File: src/rtl/fetch_pc_unit.sv
// fetch_pc_unit: program counter and fetch-latency alignment for the instruction memory front end
module fetch_pc_unit #(
    parameter logic [31:0] RESET_PC = 32'd0,
    parameter logic [31:0] PC_STEP  = 32'd4,
    parameter logic [31:0] PC_LIMIT = 32'd28
) (
    input  logic        clk,
    input  logic        rst,
    input  logic        stall,
    input  logic        redirect,
    input  logic [31:0] redirect_pc,
    output logic [31:0] pc_out,
    output logic [31:0] instr_pc,
    output logic        instr_valid,
    output logic        halted,
    output logic        misalign_err,
    output logic [15:0] fetch_count
);
    typedef enum logic {RUN, HALTED} state_t;
    state_t state, state_nx;
    logic [31:0] pc_nx, ipc_nx;
    logic valid_nx, err_nx;
    logic [15:0] cnt_nx;

    // state register; the rest of the fetch registers share the same reset
    always_ff @(posedge clk or posedge rst) begin
        if (rst) state <= RUN;
        else     state <= state_nx;
    end

    // next state and next register values: redirect > halted hold > stall > advance
    always_comb begin
        state_nx = state;
        pc_nx    = pc_out;
        ipc_nx   = instr_pc;
        valid_nx = instr_valid;
        err_nx   = misalign_err;
        cnt_nx   = fetch_count;
        if (redirect) begin
            pc_nx    = redirect_pc & ~32'h3;
            ipc_nx   = pc_out;
            valid_nx = 1'b0;
            state_nx = RUN;
            err_nx   = misalign_err | (|redirect_pc[1:0]);
        end else if (state == HALTED) begin
            valid_nx = 1'b0;
        end else if (!stall) begin
            ipc_nx = pc_out;
            if (pc_out < PC_LIMIT) begin
                valid_nx = 1'b1;
                pc_nx    = pc_out + PC_STEP;
                cnt_nx   = (&fetch_count) ? fetch_count : fetch_count + 16'd1;
            end else begin
                valid_nx = 1'b0;
                state_nx = HALTED;
            end
        end
    end

    // registered outputs so nothing reaches the ports combinationally
    always_ff @(posedge clk or posedge rst) begin
        if (rst) begin
            pc_out       <= RESET_PC;
            instr_pc     <= RESET_PC;
            instr_valid  <= 1'b0;
            halted       <= 1'b0;
            misalign_err <= 1'b0;
            fetch_count  <= 16'd0;
        end else begin
            pc_out       <= pc_nx;
            instr_pc     <= ipc_nx;
            instr_valid  <= valid_nx;
            halted       <= (state_nx == HALTED);
            misalign_err <= err_nx;
            fetch_count  <= cnt_nx;
        end
    end
endmodule

File: config.mk
export PLATFORM = sky130hd
export DESIGN_NAME = fetch_pc_unit
export DESIGN_NICKNAME = d
export VERILOG_FILES = /design/src/rtl/fetch_pc_unit.sv
export SDC_FILE = /design/constraint.sdc
export NUM_CORES = 1
export LEC_CHECK = 0
export CAP_MARGIN = 40
export CORE_MARGIN = 5
export CORE_UTILIZATION = 28
export CTS_BUF_LIST = sky130_fd_sc_hd__clkbuf_16
export CTS_CLUSTER_SIZE = 14
export DETAILED_ROUTE_END_ITERATION = 16
export HOLD_SLACK_MARGIN = 0.02
export SYNTH_ARGS = -nofsm -noshare
export SYNTH_HDL_FRONTEND = slang
export SYNTH_SLANG_ARGS = --single-unit
export TNS_END_PERCENT = 5
File: constraint.sdc
create_clock -name clk -period 2.9 [get_ports clk]
set_clock_uncertainty 0.2 [all_clocks]
set_input_delay 0.58 -clock clk [delete_from_list [all_inputs] [get_ports clk]]
set_output_delay 0.58 -clock clk [all_outputs]
set_load 0.05 [all_outputs]
======== Word level (Yosys, flattened, before mapping) ========
Index checks and enable logic that the tools add are counted.
operators by class
  add/sub/neg operators ................... 2
  $lt $le $gt $ge ......................... 1
  eq/ne operators ......................... 3
  muxes and demuxes ....................... 15
  bitwise operators ....................... 5
  reduce and logical (&&, ||, !) cells .... 6
operators with widths
  cell                     count
  $mux W32                 7
  $add A32 B3 Y32 const B  1
  $lt A32 B5 Y1 const B    1
  $add A16 B1 Y16 const B  1
  $reduce_and A16 Y1       1
  $mux W1                  8
  $reduce_and A5 Y1        1
  $not A1 Y1               4
  $ne A3 B1 Y1 const B     1
  $reduce_and A3 Y1        1
  $ne A2 B1 Y1 const B     1
  $ne A2 B2 Y1 const B     1
  $reduce_and A2 Y1        1
  $reduce_bool A2 Y1       1
  $reduce_or A2 Y1         1
  $or A1 B1 Y1             1
storage, ports and cells
  bits in registers ....................... 83
  input port bits ......................... 36
  output and inout bits ................... 83
  logic and storage cells ................. 38

======== Depth between registers and ports, before layout ========
Gate-level depths: netlist of run 1.
  depth in word-level cells ............... 5
  gate-level depth with buffers ........... 8
  depth with buffers taken out ............ 7

======== Least setup slack after synthesis of run 1 ========
No wires, ideal clock.
  path type ............................... flip-flop to flip-flop
  from .................................... register fetch_count[0]
  to ...................................... register fetch_count[1]
  library setup time ...................... 0.125 ns
  data arrival time ....................... 1.949 ns
  required time ........................... 2.575 ns
  slack ................................... 0.626 ns
  cell stages (with the launch flop) ...... 7
  path buffers ............................ 1
  clock period less this slack ............ 2.274 ns
  cell sequence ........................... dfrtp_1 ha_1 and2_4 and3_2 and4bb_2 buf_6 mux2_4
on the way
  word-level cells in the longest chain between the ends .. 3
  elaborated cells between the ends (all ways) .. 4
  those cells by class .................... 1 x add/sub; 1 x bitwise; 2 x reduce/logical
ends and longest elaborated chain
  what                                                                     RTL line  RTL
  start, declared                                                          17        output logic [15:0] fetch_count
  start signal, assigned                                                   75        fetch_count <= cnt_nx;
  parallel branches: the longest is 3 deep, another holds $add A16 B1 Y16  --
Parallel ways; which one is timed is not known.
A chain may end at the register's enable or synchronous reset.

======== Worst setup path in the final report of run 1 ========
  from .................................... register pc_out[28]
  to ...................................... register fetch_count[1]
on the way
  word-level cells in the longest chain between the ends .. 2
ends and longest elaborated chain
  what                                RTL line  RTL
  start, declared                     12        output logic [31:0] pc_out,
  start signal, assigned              70        pc_out <= pc_nx;
  $lt A32 B5 Y1                       49        if (pc_out < PC_LIMIT) begin
  $reduce_and A5 Y1 (no source line)  --
No other way between the ends.

==> results of run 1 <==
## metrics by stage
step                      worst slack (ns)  hold slack (ns)  cells  power, mW  cell area (um2)
after detailed placement             0.376            0.251    478       2.15             4520
after global routing                 0.223            0.323    494       3.28             4790
after floorplan                     0.0966            0.501    229       1.83             3230
final                                0.413            0.274    494       3.14             4790
after global placement               0.428            0.252    478       2.14             4520
after CTS                            0.371            0.274    494       3.19             4790
## final cells by class
| cell class | count | area [um2] | area share [%] |
|---|---|---|---|
| flip-flops and latches | 79 | 1980 | 41.3 |
| clock inverters | 7 | 41.3 | 0.863 |
| inverters | 1 | 5.00 | 0.105 |
| well taps | 143 | 179 | 3.74 |
| clock buffers | 9 | 225 | 4.71 |
| multi-input cells | 137 | 1180 | 24.7 |
| repair buffers | 118 | 1180 | 24.6 |
## worst min-delay path by stage
| stage | end | slack (ns) | cells past startpoint | from |
|---|---|---|---|---|
| detailed placement | misalign_err | 0.25 | 1 | misalign_err |
| CTS | misalign_err | 0.27 | 1 | misalign_err |
| floorplan | pc_out[2] | 0.50 | 2 | redirect_pc[2] |
| finish | misalign_err | 0.27 | 1 | misalign_err |
| global placement | misalign_err | 0.25 | 1 | misalign_err |
| global route | fetch_count[15] | 0.32 | 1 | fetch_count[15] |
## kinds of logic after synthesis
| group | after synthesis | synth area share (%) |
|---|---|---|
| flops | 79 | 61.4 |
| mux | 59 | 20.7 |
| simple gates | 49 | 9.13 |
| xor+xnor | 16 | 4.35 |
| buf+inv | 13 | 2.33 |
| compound gates | 7 | 1.20 |
| fa+ha+maj | 2 | 0.777 |
| other cells | 1 | 0.116 |
## registers in the layout, indices dropped and copies added (netlist names)
| signal | flops |
|---|---|
| halted | 1 |
| misalign_err | 1 |
| instr_pc | 30 |
| instr_valid | 1 |
| pc_out | 30 |
| fetch_count | 16 |
## cells in the final DEF (no fill, tap or decap), drive strengths merged, types with 2 or more instances in the layout
| cell | n |
|---|---|
| and3 | 6 |
| nand3 | 8 |
| dfrtp | 79 |
| nand4 | 9 |
| xnor2 | 13 |
| clkinv | 4 |
| nand2 | 7 |
| clkdlybuf4s50 | 113 |
| clkbuf | 9 |
| ha | 2 |
| conb | 4 |
| mux2 | 58 |
| nor2 | 6 |
| o21ai | 4 |
| xor2 | 3 |
| clkinvlp | 3 |
| nor4 | 6 |
| buf | 5 |
## metal layers
| metal | track usage, % | share of wire, % | vias up |
|---|---|---|---|
| li1 | - | - | 1039 |
| met1 | 16.9 | 45 | 1152 |
| met4 | 2.52 | 0.65 | 0 |
| met5 | 0 | 0 | - |
| met2 | 19.4 | 49 | 69 |
| met3 | 3.55 | 5.9 | 8 |
## power by group
part           internal [mW]  total, mW  switching (mW)  leakage [nW]
Clock                  0.572       1.02           0.445         0.128
Combinational          0.311      0.831           0.519         0.875
Sequential              1.21       1.29          0.0802         0.964
==> summary.md, run 1 <==
| Metric | Value |
|---|---|
| Status | completed |
| Cts hold-fix bufs | 0 |
| Post-Route Setup TNS | 0 ns |
| Synth Instances | between 200 and 250 |
| FF+latch count, synth | 79 |
| Core ar. | 11,400 um2 |
| Starting DRT DRC Count | 77 |
| CP required | approximately 2.9 ns |
| Ys flop type | dfrtp_1 |
| Synth top area share | 61.4% |
| EDFF count, synth | 0 |
| Worst r2r dst | fetch_count[1] |
| Ys Warns | 0 |
| RSZ-0062 raised after global routing | false |
| First-pass GRT wire length | between 10,000 and 15,000 um |
| Vias | 2,268 |
| CTS resizes | 0 |
| Synth async-reset ratio | 100% |
| Setup Crit Path Kind | flip-flop to flip-flop |
| Seq/Total Area, Yosys | 61.4% |
| Drc violations | 0 |
| Drt wl/cell | about 17 um |
| Util after Layout | 42.1% |
| Final setup vio count | 0 |
| P&R area growth vs syn | 48.6% |
| CTS tree | done |
| Top area cells in the synthesized netlist | dfrtp_1, mux2_2, xnor2_1, nand4_1, nand3_1 |
| CP Cell Sequence | nor4_1, nand4_1, nor2_1, and4bb_2, mux2_4 |
| Port bufs | 114 |
| Critical Path Fanout Max | 10 |
| Crit-path max cell delay | around 0.46 ns |
| Internal reg-to-reg setup slack | 0.41 ns |
| Worst min path class | flip-flop to flip-flop |
| Count leader, synth | dfrtp_1 |
| Number of routed nets with antenna violations | 0 |
| I/O Pins | between 100 and 150 |
| Die Area | approximately 14,000 um2 |
| WP depth | 5 |
| Placer congestion estimate | 0.781 |
| Site Rows | 39 |
| Leak | 1.97 nW |
| Slowest CP cell | and4bb_2 |
| Initial Util | 28.3% |
| CP Buf/Inv Count | 0 |
| Rel. slew slack | between 50% and 60% |
| Share of cells above drive strength 1 | 24.5% |
| Startpoint types | flip-flop |
| Vias in the first global route | 2,416 |
| 1st-pass router iterations | 4 |
| FF-to-FF Start | pc_out[28] |
| Nets | 384 |
| Max cap viols | 0 |
| Syn Area/Cell | 14.3 um2 |
| Worst vdd ir | about 0.35 mV |
| R2R depth | 5 |
| Worst slew pin tran | between 0.6 and 0.7 ns |
| Fmax | roughly 400 MHz |
| All-Layer GR Usage | 12.3% |
| Inserted Diodes | 0 |
| Die Wd | 117 um |
| Hpwl dp | 5910 um |
| Post-CTS setup buffer count | 0 |
| PwrDens | 655 nW/um2 |
| Crit path max-delay family | simple AND/OR/NAND/NOR gates |
| Arr. time, crit path | 2.49 ns |
| Antenna violations before repair | 0 |
| Vias per cell | ~4.6 |
| Worst-Skew Late Latency | 0.33 ns |
| Part of the cycle the worst path needs | 85.8% |
| Max clock buf depth | 2 |
| Area leader, netlist | dfrtp_1 |
| Post-Route WL | 8200 um |
| Gr ovfl total | 0 |
| CP endpoint | fetch_count[1] |
| Fin crit period | 2.49 ns |
| Worst setup path startpoint | pc_out[28] |
| Filler Cells Inserted | about 1,100 |
| Critical Path End Type | flip-flop |
| DIE HEIGHT | about 120 um |
| Clock-pin slew on the worst setup and hold paths | 0.06 ns |
| Cts bufs inserted | 9 |
| Pin count of the biggest net entering global routing | 45 |
| Clock sink count | between 70 and 80 |
| Clock root cell | clkbuf_16 |
| Synth unique cells | 31 |
| Slew Limit Fails | 0 |
| Final hold violations | 0 |
| Htree depth | 3 |
| Synth top cells by count | dfrtp_1, mux2_2, xnor2_1 |
| Post-Synthesis Cell Area | 3220 um2 |
(Power assumes the default switching activity.)
==> run 2, diff against run 1 <==
Settings changed: SKIP_CTS_REPAIR_TIMING set to 1.
==> results of run 2 <==
No change in the layout: final DEF, timing and power equal those of run 1.
